File: config.mk
export PLATFORM = sky130hd
export DESIGN_NAME = dmem_arbiter
export DESIGN_NICKNAME = d
export VERILOG_FILES = /design/src/rtl/dmem_arb_pkg.sv /design/src/rtl/dmem_arbiter_rr_arbiter2.sv /design/src/rtl/dmem_arbiter.sv
export SDC_FILE = /design/constraint.sdc
export NUM_CORES = 1
export LEC_CHECK = 0
export CAP_MARGIN = 20
export CORE_MARGIN = 3
export CORE_UTILIZATION = 40
export DETAILED_ROUTE_END_ITERATION = 7
export PLACE_DENSITY = 0.88
export SLEW_MARGIN = 20
export SYNTH_ARGS = -nofsm -noshare
export SYNTH_HDL_FRONTEND = slang
export SYNTH_SLANG_ARGS = --single-unit
File: constraint.sdc
create_clock -name clock -period 7.57 [get_ports clock]
set_input_delay 1.514 -clock clock [delete_from_list [all_inputs] [get_ports clock]]
set_output_delay 1.514 -clock clock [all_outputs]
set_load 0.02 [all_outputs]
File: src/rtl/dmem_arb_pkg.sv
// Shared types and helpers for the two-requester data memory arbiter.
// The byte merge is written at a maximum width so every arbiter instance can share it.
package dmem_arb_pkg;

    typedef enum logic {
        IDLE = 1'b0,
        RMW  = 1'b1
    } state_t;

    localparam int NUM_REQ        = 2;
    localparam int MAX_DATA_WIDTH = 512;
    localparam int MAX_STRB_WIDTH = MAX_DATA_WIDTH / 8;

    // Callers zero-extend narrower words and truncate the result back to their width.
    function automatic logic [MAX_DATA_WIDTH-1:0] mergeBytes(
        input logic [MAX_STRB_WIDTH-1:0] strb,
        input logic [MAX_DATA_WIDTH-1:0] newData,
        input logic [MAX_DATA_WIDTH-1:0] oldData
    );
        logic [MAX_DATA_WIDTH-1:0] merged;
        merged = oldData;
        for (int i = 0; i < MAX_STRB_WIDTH; i++) begin
            if (strb[i]) begin
                merged[8*i +: 8] = newData[8*i +: 8];
            end
        end
        return merged;
    endfunction

endpackage

File: src/rtl/dmem_arbiter_rr_arbiter2.sv
// Two-way round-robin grant logic; the last-grant register lives in the parent.
// last_grant = 1 means requester 1 was granted most recently, so requester 0 wins a tie.
module rr_arbiter2 (
    input  logic valid_0,
    input  logic valid_1,
    input  logic last_grant,
    output logic grant_0,
    output logic grant_1
);

    always_comb begin
        grant_0 = valid_0 && (!valid_1 || last_grant);
        grant_1 = valid_1 && (!valid_0 || !last_grant);
    end

endmodule

File: src/rtl/dmem_arbiter.sv
// Shares a single-port synchronous data memory between the load/store unit and the
// debug/loader port; partial writes become a read-modify-write because the memory has no byte enables.
module dmem_arbiter
    import dmem_arb_pkg::*;
#(
    parameter int DATA_WIDTH = 32,
    parameter int ADDR_WIDTH = 10
) (
    input  logic                    clock,
    input  logic                    reset,
    input  logic                    req_valid_0,
    output logic                    req_ready_0,
    input  logic                    req_write_0,
    input  logic [ADDR_WIDTH-1:0]   req_addr_0,
    input  logic [DATA_WIDTH-1:0]   req_wdata_0,
    input  logic [DATA_WIDTH/8-1:0] req_strb_0,
    output logic                    resp_valid_0,
    output logic [DATA_WIDTH-1:0]   resp_data_0,
    input  logic                    req_valid_1,
    output logic                    req_ready_1,
    input  logic                    req_write_1,
    input  logic [ADDR_WIDTH-1:0]   req_addr_1,
    input  logic [DATA_WIDTH-1:0]   req_wdata_1,
    input  logic [DATA_WIDTH/8-1:0] req_strb_1,
    output logic                    resp_valid_1,
    output logic [DATA_WIDTH-1:0]   resp_data_1,
    output logic                    busy,
    output logic                    mem_readEnable,
    output logic [ADDR_WIDTH-1:0]   mem_address,
    output logic                    mem_writeEnable,
    output logic [DATA_WIDTH-1:0]   mem_writeData,
    input  logic [DATA_WIDTH-1:0]   mem_readData
);

    localparam int STRB_WIDTH = DATA_WIDTH / 8;

    state_t                  state, stateNext;
    logic                    lastGrant;
    logic                    grant0, grant1;
    logic                    accept, selOwner, selWrite;
    logic                    isFull, isPartial;
    logic [ADDR_WIDTH-1:0]   selAddr;
    logic [DATA_WIDTH-1:0]   selWdata;
    logic [STRB_WIDTH-1:0]   selStrb;

    logic                    rmwOwner_p1;
    logic [ADDR_WIDTH-1:0]   rmwAddr_p1;
    logic [DATA_WIDTH-1:0]   rmwWdata_p1;
    logic [STRB_WIDTH-1:0]   rmwStrb_p1;
    logic [DATA_WIDTH-1:0]   merged;

    logic                    rspVld_p1;
    logic                    rspOwner_p1;
    logic                    rspRead_p1;

    rr_arbiter2 arb (
        .valid_0    (req_valid_0),
        .valid_1    (req_valid_1),
        .last_grant (lastGrant),
        .grant_0    (grant0),
        .grant_1    (grant1)
    );

    always_comb begin
        accept    = (state == IDLE) && (grant0 || grant1);
        selOwner  = grant1;
        selWrite  = grant1 ? req_write_1 : req_write_0;
        selAddr   = grant1 ? req_addr_1  : req_addr_0;
        selWdata  = grant1 ? req_wdata_1 : req_wdata_0;
        selStrb   = grant1 ? req_strb_1  : req_strb_0;
        isFull    = &selStrb;
        isPartial = !isFull && (|selStrb);
    end

    always_comb begin
        merged = DATA_WIDTH'(mergeBytes(MAX_STRB_WIDTH'(rmwStrb_p1),
                                        MAX_DATA_WIDTH'(rmwWdata_p1),
                                        MAX_DATA_WIDTH'(mem_readData)));
    end

    always_ff @(posedge clock) begin
        if (reset) begin
            state <= IDLE;
        end else begin
            state <= stateNext;
        end
    end

    always_comb begin
        stateNext = state;
        case (state)
            IDLE:    if (accept && selWrite && isPartial) stateNext = RMW;
            RMW:     stateNext = IDLE;
            default: stateNext = IDLE;
        endcase
    end

    always_comb begin
        req_ready_0     = (state == IDLE) && grant0;
        req_ready_1     = (state == IDLE) && grant1;
        busy            = (state == RMW);
        mem_readEnable  = 1'b0;
        mem_writeEnable = 1'b0;
        mem_address     = '0;
        mem_writeData   = '0;
        case (state)
            IDLE: begin
                if (accept) begin
                    if (!selWrite || isPartial) begin
                        mem_readEnable = 1'b1;
                        mem_address    = selAddr;
                    end else if (isFull) begin
                        mem_writeEnable = 1'b1;
                        mem_address     = selAddr;
                        mem_writeData   = selWdata;
                    end
                end
            end
            RMW: begin
                // A reset landing on the merge cycle drops the write.
                mem_writeEnable = !reset;
                mem_address     = rmwAddr_p1;
                mem_writeData   = merged;
            end
            default: ;
        endcase
    end

    // ---- stage p1: response and read-modify-write context ----
    always_ff @(posedge clock) begin
        if (reset) begin
            rspVld_p1 <= 1'b0;
            lastGrant <= 1'b1;
        end else begin
            rspVld_p1 <= (accept && !(selWrite && isPartial)) || (state == RMW);
            if (accept) lastGrant <= selOwner;
        end
    end

    always_ff @(posedge clock) begin
        rspOwner_p1 <= (state == RMW) ? rmwOwner_p1 : selOwner;
        rspRead_p1  <= (state == IDLE) && !selWrite;
        if (accept) begin
            rmwOwner_p1 <= selOwner;
            rmwAddr_p1  <= selAddr;
            rmwWdata_p1 <= selWdata;
            rmwStrb_p1  <= selStrb;
        end
    end

    always_comb begin
        resp_valid_0 = rspVld_p1 && !rspOwner_p1;
        resp_valid_1 = rspVld_p1 && rspOwner_p1;
        resp_data_0  = (resp_valid_0 && rspRead_p1) ? mem_readData : '0;
        resp_data_1  = (resp_valid_1 && rspRead_p1) ? mem_readData : '0;
    end

endmodule

* Word level (Yosys, flattened, before mapping)
Index checks and enable logic that the tools add are counted.
** Operators by class
- Bitwise operators :: 1
- Mux-type cells :: 28
- Reductions and logical operators :: 30
** Operators by type and width (number)
- 2-to-1 mux 32 bit :: 6
- case mux 32 bit (2 select lines) :: 1
- 2-to-1 mux 10 bit :: 4
- 2-to-1 mux 8 bit :: 4
- case mux 10 bit (2 select lines) :: 1
- logical AND 1 bit :: 15
- 2-to-1 mux 1 bit :: 9
- zero test 1 bit :: 8
- logical OR 1 bit :: 5
- 2-to-1 mux 4 bit :: 1
- case mux 1 bit (2 select lines) :: 2
- AND reduction 4 bit :: 1
- OR reduction 4 bit :: 1
- inverter 1 bit :: 1
** Word-level totals
- Flip-flop bits (word level) :: 52
- Input bits :: 130
- Logic and storage cells :: 68
- Output and inout port bits :: 113

* Depth between registers and ports, before layout
Gate-level depths: netlist (run 1).
- Depth after elaboration :: 11
- Mapped depth :: 6

* By module
Synthesis (run 1) repeated with hierarchy kept, for this count alone.
** Second synthesis, totals
- Cells, all modules :: 354
- Area total of the unflattened synthesis :: 3866.2 sq um
** Modules (own cells, without submodules)
- dmem_arbiter :: seq. area each 1511.4 sq um, area each 3847.4 sq um, cells an instance 351, times used 1
- rr_arbiter2 :: seq. area each 0.0 sq um, area each 18.8 sq um, cells an instance 3, times used 1

* Least setup slack after synthesis (run 1)
No wires, ideal clock.
- Path type :: input to output
- Start point :: in req_valid_0
- End point :: out mem_readEnable
- Cell stages on the path :: 3
- Arrival time :: 4222 ps
- Slack :: 1834 ps
- Buffers on the path :: 0
- Path through :: nor2_1 -> nor2_1 -> a21boi_0
** RTL lines
- start, declared :: RTL line dmem_arbiter.sv:11 : input logic req_valid_0,
- zero test 1 bit :: RTL line dmem_arbiter_rr_arbiter2.sv:13 : grant_1 = valid_1 && (!valid_0 || !last_grant);
- logical OR 1 bit :: RTL line dmem_arbiter_rr_arbiter2.sv:13
- logical AND 1 bit :: RTL line dmem_arbiter_rr_arbiter2.sv:13
- logical OR 1 bit (*) :: RTL line dmem_arbiter.sv:65 : accept = (state == IDLE) && (grant0 || grant1);
- logical AND 1 bit (*) :: RTL line dmem_arbiter.sv:65
- via accept :: RTL line dmem_arbiter.sv:40 : logic accept, selOwner, selWrite;
- 2-to-1 mux 1 bit (*) :: RTL line dmem_arbiter.sv:108 : if (accept) begin
- 2-to-1 mux 1 bit (*) :: RTL line dmem_arbiter.sv:106 : case (state)
- end, declared :: RTL line dmem_arbiter.sv:28 : output logic mem_readEnable,
Mark *: on every way through the listed nets, which the timed path passes. The rest lies on a longest branch.

* Worst setup path in the final report (run 1)
- Start point :: in req_valid_1
- End point :: out mem_writeData[13]
** On the way
- Word-level cells in the longest chain between the ends :: 9
** Ends and longest elaborated chain
- start, declared :: RTL line dmem_arbiter.sv:19 : input logic req_valid_1,
- logical AND 1 bit :: RTL line dmem_arbiter_rr_arbiter2.sv:13
- 2-to-1 mux 4 bit :: RTL line dmem_arbiter.sv:70 : selStrb = grant1 ? req_strb_1 : req_strb_0;
- AND reduction 4 bit :: RTL line dmem_arbiter.sv:71 : isFull = &selStrb;
- zero test 1 bit :: RTL line dmem_arbiter.sv:72 : isPartial = !isFull && (|selStrb);
- logical AND 1 bit :: RTL line dmem_arbiter.sv:72
- logical OR 1 bit :: RTL line dmem_arbiter.sv:109 : if (!selWrite || isPartial) begin
- 2-to-1 mux 32 bit :: RTL line dmem_arbiter.sv:109
- 2-to-1 mux 32 bit (*) :: RTL line dmem_arbiter.sv:108
- case mux 32 bit (2 select lines) (*) :: RTL line dmem_arbiter.sv:106
- end, declared :: RTL line dmem_arbiter.sv:31 : output logic [DATA_WIDTH-1:0] mem_writeData,
Mark *: on every way between the ends. The rest lies on a longest branch, timed or not.

==> flow_summary.yaml, run 1 <==
run_status:
  status: "finished clean"
worst_setup_path:
  critical-path-top-delay-family: "buffers and inverters"
  cp.depth: 6
  cpPeakStageDelay_ns: 0.90
  worstReg2RegStart: "busy"
  r2r-end: "rspOwner_p1"
  worstPathMaxFanout: 33
  r2r_cells: 3
  cp-end-kind: "output pin"
  endpoint: "mem_writeData[13]"
  start_kind: "input pin"
  critPathMostFrequentCell: "clkdlybuf4s50_1"
  crit_type: "in2out"
  critPathBufInv: 2
  path_cells: "clkdlybuf4s50_1 > a21boi_4 > mux2i_4 > nand4_1 > o21ai_1 > clkdlybuf4s50_1"
  r2r_slack_ns: 5.13
  cp.arrival_ns: 4.22
  worstPathRequired_ns: 6.06
  crit_slowest_cell: "mux2i_4"
  worstSetupStartpoint: "req_valid_1"
global_routing:
  grt_max_degree: 71
  grt_overflow: 0
  grt_pass1_vias: 3674
  antenna_found_initial: 0
  grt_use_total: 0.225
  grt_pass1_wl_mm: 18.6
place:
  place_congestion: 0.862
  io_buffers: 242
  placed_area_sq_mm: 0.00608
  dp_slack_ns: 1.83
  dp_hpwl_mm: 9.60
yosys:
  synth_nets: 487
  netlist_instances: 357
  syn_area_sq_mm: 0.00373
  yosysSeqAreaShare: 0.406
  yosys_warnings: 0
  synth_edf_count: 47
  ys_ff_latch: 52
  synthArstFlopShare: 0
  synth_ff_type: "edfxtp_1"
  synth.avg_cell_area_sq_um: 10.4
  yosys.cell_types.count: 37
route:
  vias: 3645
  wl_mm: 12.6
  wl_per_cell_microns: 18.4
  ant_nets: 0
  drt_iter0_drc: 141
  drcViolationCount: 0
  vias_per_cell: 5.31
  dr.pass1.iters: 4
power:
  combPwrFrac: 0.340
  p_sw_mw: 0.255
  p_int_mw: 0.620
  ir_worst_vdd_uv: 96.5
  power_density_mw_per_mm2: 141
  switching_share: 0.291
  clock_power_share: 0.236
  power_frac_seq: 0.424
  p_leak_nw: 2.31
clock_tree:
  postCtsResizedCells: 0
  numCtsBuffers: 5
  cts_tree: "yes"
  clkTransAtPathRegs_ns: 0.10
  clock-sinks: 52
  clk_path_buf_depth: 2
  insertion_delay_ns: 0.31
  cts_max_level: 2
  cts-root-buf: "clkbuf_8"
  cts_hold_buf: 0
  postCtsSetupBuffers: 0
timing:
  clock-skew-final_ns: 0.00818
  period_minus_slack_ns: 5.73
  slew_viol_final: 0
  slew_headroom: 0.272
  fmax_mhz: 174
  worst_pin_slew_ns: 1.07
  rsz0062_at_grt: "no"
  setup_viol: 0
  fin_hold_ws_ns: 0.469
  worst_slack_ns: 1.84
  tns_ns: 0
  hold_viol: 0
  post-route-period-util: 0.758
final_layout:
  mostFrequentLayoutCells: "clkdlybuf4s50_1, and2_1, edfxtp_1"
  diodes: 0
  fin_area_sq_mm: 0.00621
  areaGrowthSynthToFinish_pct: 66.6
  layout-drive-gt1-share: 0.0969
  final_nets: 707
  mostFrequentLayoutCell: "clkdlybuf4s50_1"
  fillers: 686
floorplanning:
  io_pins: 243
  fp.dieW_microns: 103
  die_area_sq_mm: 0.0105
  num_rows: 34
  die_y_microns: 103
  start_util: 0.419
  core_sq_mm: 0.00889
worst_hold_path:
  hp-class: "reg2reg"
flow_run:
  maxCapViolCount: 0
## cells in the mapped netlist (2+ instances only)
master / count / area (sq um)
nor4_1: 2 / 12.5
o21ai_0: 5 / 25.0
mux2i_1: 42 / 420
nand2_1: 15 / 56.3
buf_6: 8 / 90.1
buf_8: 2 / 30.0
buf_1: 4 / 15.0
o21ai_1: 38 / 190
a22oi_2: 2 / 25.0
mux2_2: 33 / 372
and2_1: 65 / 407
inv_1: 10 / 37.5
nor2b_1: 3 / 18.8
nand4_1: 34 / 213
buf_4: 5 / 37.5
edfxtp_1: 47 / 1410
dfxtp_1: 5 / 100
mux2_4: 4 / 60.1
nor2_1: 6 / 22.5
clkbuf_1: 10 / 37.5
## worst min path at each step
stage | endpoint | depth (start not counted) | from
floorplan | rspOwner_p1 | 1 | rmwOwner_p1
global placement | rspOwner_p1 | 1 | rmwOwner_p1
detailed placement | rspOwner_p1 | 1 | rmwOwner_p1
CTS | rspOwner_p1 | 1 | rmwOwner_p1
global route | rspOwner_p1 | 1 | rmwOwner_p1
finish | rspOwner_p1 | 1 | rmwOwner_p1
## state kept, by name (all words and copies together) (netlist names)
| register | cells |
|---|---|
| rmwStrb_p1 | 4 |
| busy | 1 |
| lastGrant | 1 |
| rspVld_p1 | 1 |
| rmwAddr_p1 | 10 |
| rmwOwner_p1 | 1 |
| rspRead_p1 | 1 |
| rspOwner_p1 | 1 |
| rmwWdata_p1 | 32 |
## final cells by class
type / instances / area (sq um) / share of cell area
clock buffers: 6 / 82.6 / 0.0133
multi-input cells: 263 / 1960 / 0.316
repair buffers: 244 / 2440 / 0.392
flip-flops and latches: 52 / 1510 / 0.243
clock inverters: 2 / 38.8 / 0.00624
inverters: 11 / 42.5 / 0.00685
well taps: 108 / 135 / 0.0218
## cell families (layout without fill, tap and decap cells)
kind of cell	after synthesis	in the layout	share of synthesized area
mux	80	80	0.232
buf+inv	42	263	0.0742
simple gates	131	131	0.206
compound gates	52	52	0.0822
flops	52	52	0.406
## metrics by stage
step | cells | total power, mW | util
CTS | 686 | 0.879 | 0.698
finish | 686 | 0.874 | 0.699
detailed placement | 678 | 0.676 | 0.684
floorplan | 357 | 0.527 | -
global route | 686 | 0.913 | 0.699
global placement | 678 | 0.667 | 0.684
## power by group through the flow
| stage | sequential, mW | combinational (mW) | clock, mW |
|---|---|---|---|
| global placement | 0.375 | 0.291 | 0 |
| finish | 0.371 | 0.297 | 0.206 |
| detailed placement | 0.377 | 0.299 | 0 |
| CTS | 0.371 | 0.299 | 0.209 |
| floorplan | 0.365 | 0.162 | 0 |
| global route | 0.375 | 0.316 | 0.222 |
## per-layer routing
metal,routed length (microns),part of all wire,vias to the layer above,track usage
met1,4770,0.38,1721,0.260
met2,6660,0.53,173,0.422
li1,-,-,1740,-
met3,1070,0.085,11,0.0595
met5,0,0,-,0
met4,121,0.0096,0,0.0383
(Power assumes the default switching activity.)
==> run 2, diff against run 1 <==
- CORE_UTILIZATION: 40 -> 33
- PLACE_DENSITY: 0.88 -> 0.77
- clock period: 7.57 -> 4.95 ns (I/O delays scaled with it)
==> flow_summary.yaml, run 2 (synthesis gave the netlist of run 1 again) <==
worst_hold_path:
  hp-class: "reg2reg"
place:
  place_congestion: 0.832
  io_buffers: 242
  dp_hpwl_mm: 9.73
floorplanning:
  core_sq_mm: 0.0109
  num_rows: 38
  die_area_sq_mm: 0.0126
  die_y_microns: 112
  start_util: 0.341
  fp.dieW_microns: 112
  io_pins: 243
run_status:
  status: "finished clean"
final_layout:
  mostFrequentLayoutCell: "clkdlybuf4s50_1"
  largest_register_ffs: 32
  layout-drive-gt1-share: 0.105
  mostFrequentLayoutCells: "clkdlybuf4s50_1, and2_1, edfxtp_1"
  areaGrowthSynthToFinish_pct: 70.3
  diodes: 0
  largestRegisters: "rmwWdata_p1 (32), rmwAddr_p1 (10), rmwStrb_p1 (4)"
  regMostFlops: "rmwWdata_p1"
  final_nets: 711
timing:
  rsz0062_at_grt: "no"
  post-route-period-util: 0.891
  period_minus_slack_ns: 4.41
  hold_viol: 0
  slew_viol_final: 0
  tns_ns: 0
  clock-skew-final_ns: 0.00565
  fmax_mhz: 227
  worst_pin_slew_ns: 0.671
  slew_headroom: 0.552
  setup_viol: 0
global_routing:
  antenna_found_initial: 0
  grt_pass1_wl_mm: 19.8
  grt_use_total: 0.193
  grt_overflow: 0
  grt_max_degree: 70
  grt_pass1_vias: 3873
route:
  wl_per_cell_microns: 17.7
  dr.pass1.iters: 4
  drcViolationCount: 0
  vias: 3627
  ant_nets: 0
  wl_mm: 12.8
  vias_per_cell: 5.02
  drt_iter0_drc: 161
worst_setup_path:
  worstPathMaxFanout: 24
  worstPathRequired_ns: 3.96
  start_kind: "input pin"
  cp-end-kind: "output pin"
  cp.arrival_ns: 3.42
  crit_type: "in2out"
flow_run:
  maxCapViolCount: 0
clock_tree:
  numCtsBuffers: 5
  cts-root-buf: "clkbuf_16"
  clk_path_buf_depth: 2
  cts_hold_buf: 0
  insertion_delay_ns: 0.28
  postCtsResizedCells: 0
  cts_max_level: 2
  cts_tree: "yes"
  postCtsSetupBuffers: 0
  clkTransAtPathRegs_ns: 0.07
  clock-sinks: 52
power:
  p_sw_mw: 0.396
  power_density_mw_per_mm2: 218
  ir_worst_vdd_uv: 150
  p_leak_nw: 2.35
  combPwrFrac: 0.335
  clock_power_share: 0.255
  power_frac_seq: 0.410
  p_int_mw: 0.989
  switching_share: 0.286
  totalPowerFinal_mw: 1.38
## run 2: metal layers
| layer | up-vias | GRT usage | wire length (microns) |
|---|---|---|---|
| met4 | 0 | 0.0553 | 186 |
| li1 | 1752 | - | - |
| met3 | 14 | 0.0291 | 670 |
| met5 | - | 0 | 0 |
| met2 | 143 | 0.364 | 6740 |
| met1 | 1718 | 0.224 | 5190 |
## run 2: per-stage QoR
stage / hold WS, ns / instance area [sq um] / utilization / cells / setup WS (ns)
after floorplan: 0.424 / 3730 / - / 357 / 0.262
after global placement: 0.427 / 6190 / 0.566 / 714 / 0.575
after detailed placement: 0.428 / 6190 / 0.566 / 714 / 0.542
after CTS: 0.453 / 6340 / 0.580 / 722 / 0.529
after global routing: 0.469 / 6350 / 0.580 / 722 / 0.403
final: 0.452 / 6350 / 0.580 / 722 / 0.538
## run 2: worst paths after layout
| kind | startpoint | end | slack, ns | cells past startpoint |
|---|---|---|---|---|
| min | rmwOwner_p1 | rspOwner_p1 | 0.45 | 1 |
| max | req_valid_0 | mem_writeData[7] | 0.54 | 7 |
| max reg2reg | lastGrant | busy | 3.31 | 5 |
| min reg2reg | rmwOwner_p1 | rspOwner_p1 | 0.45 | 1 |
## run 2: cell type report
type                       instances  area, sq um
inverter                          11         41.3
clock inverter                     2         10.0
clock buffer                       6          139
fill                             954         4590
tap                              140          175
timing repair buffer             248         2500
multi-input combinational        263         1960
sequential                        52         1510
## run 2: worst max-delay path: stages
cell	delay (ns)
clkdlybuf4s50_1	0.50
a21boi_4	0.31
mux2i_4	0.49
buf_12	0.23
nand4_1	0.12
o21ai_1	0.12
clkdlybuf4s50_1	0.63
## run 2: power groups by stage
stage	clock network [mW]	registers [mW]	logic (mW)
after detailed placement	0	0.577	0.466
after floorplan	0	0.558	0.247
after CTS	0.365	0.568	0.468
after global placement	0	0.575	0.459
after global routing	0.380	0.573	0.496
final	0.353	0.568	0.464
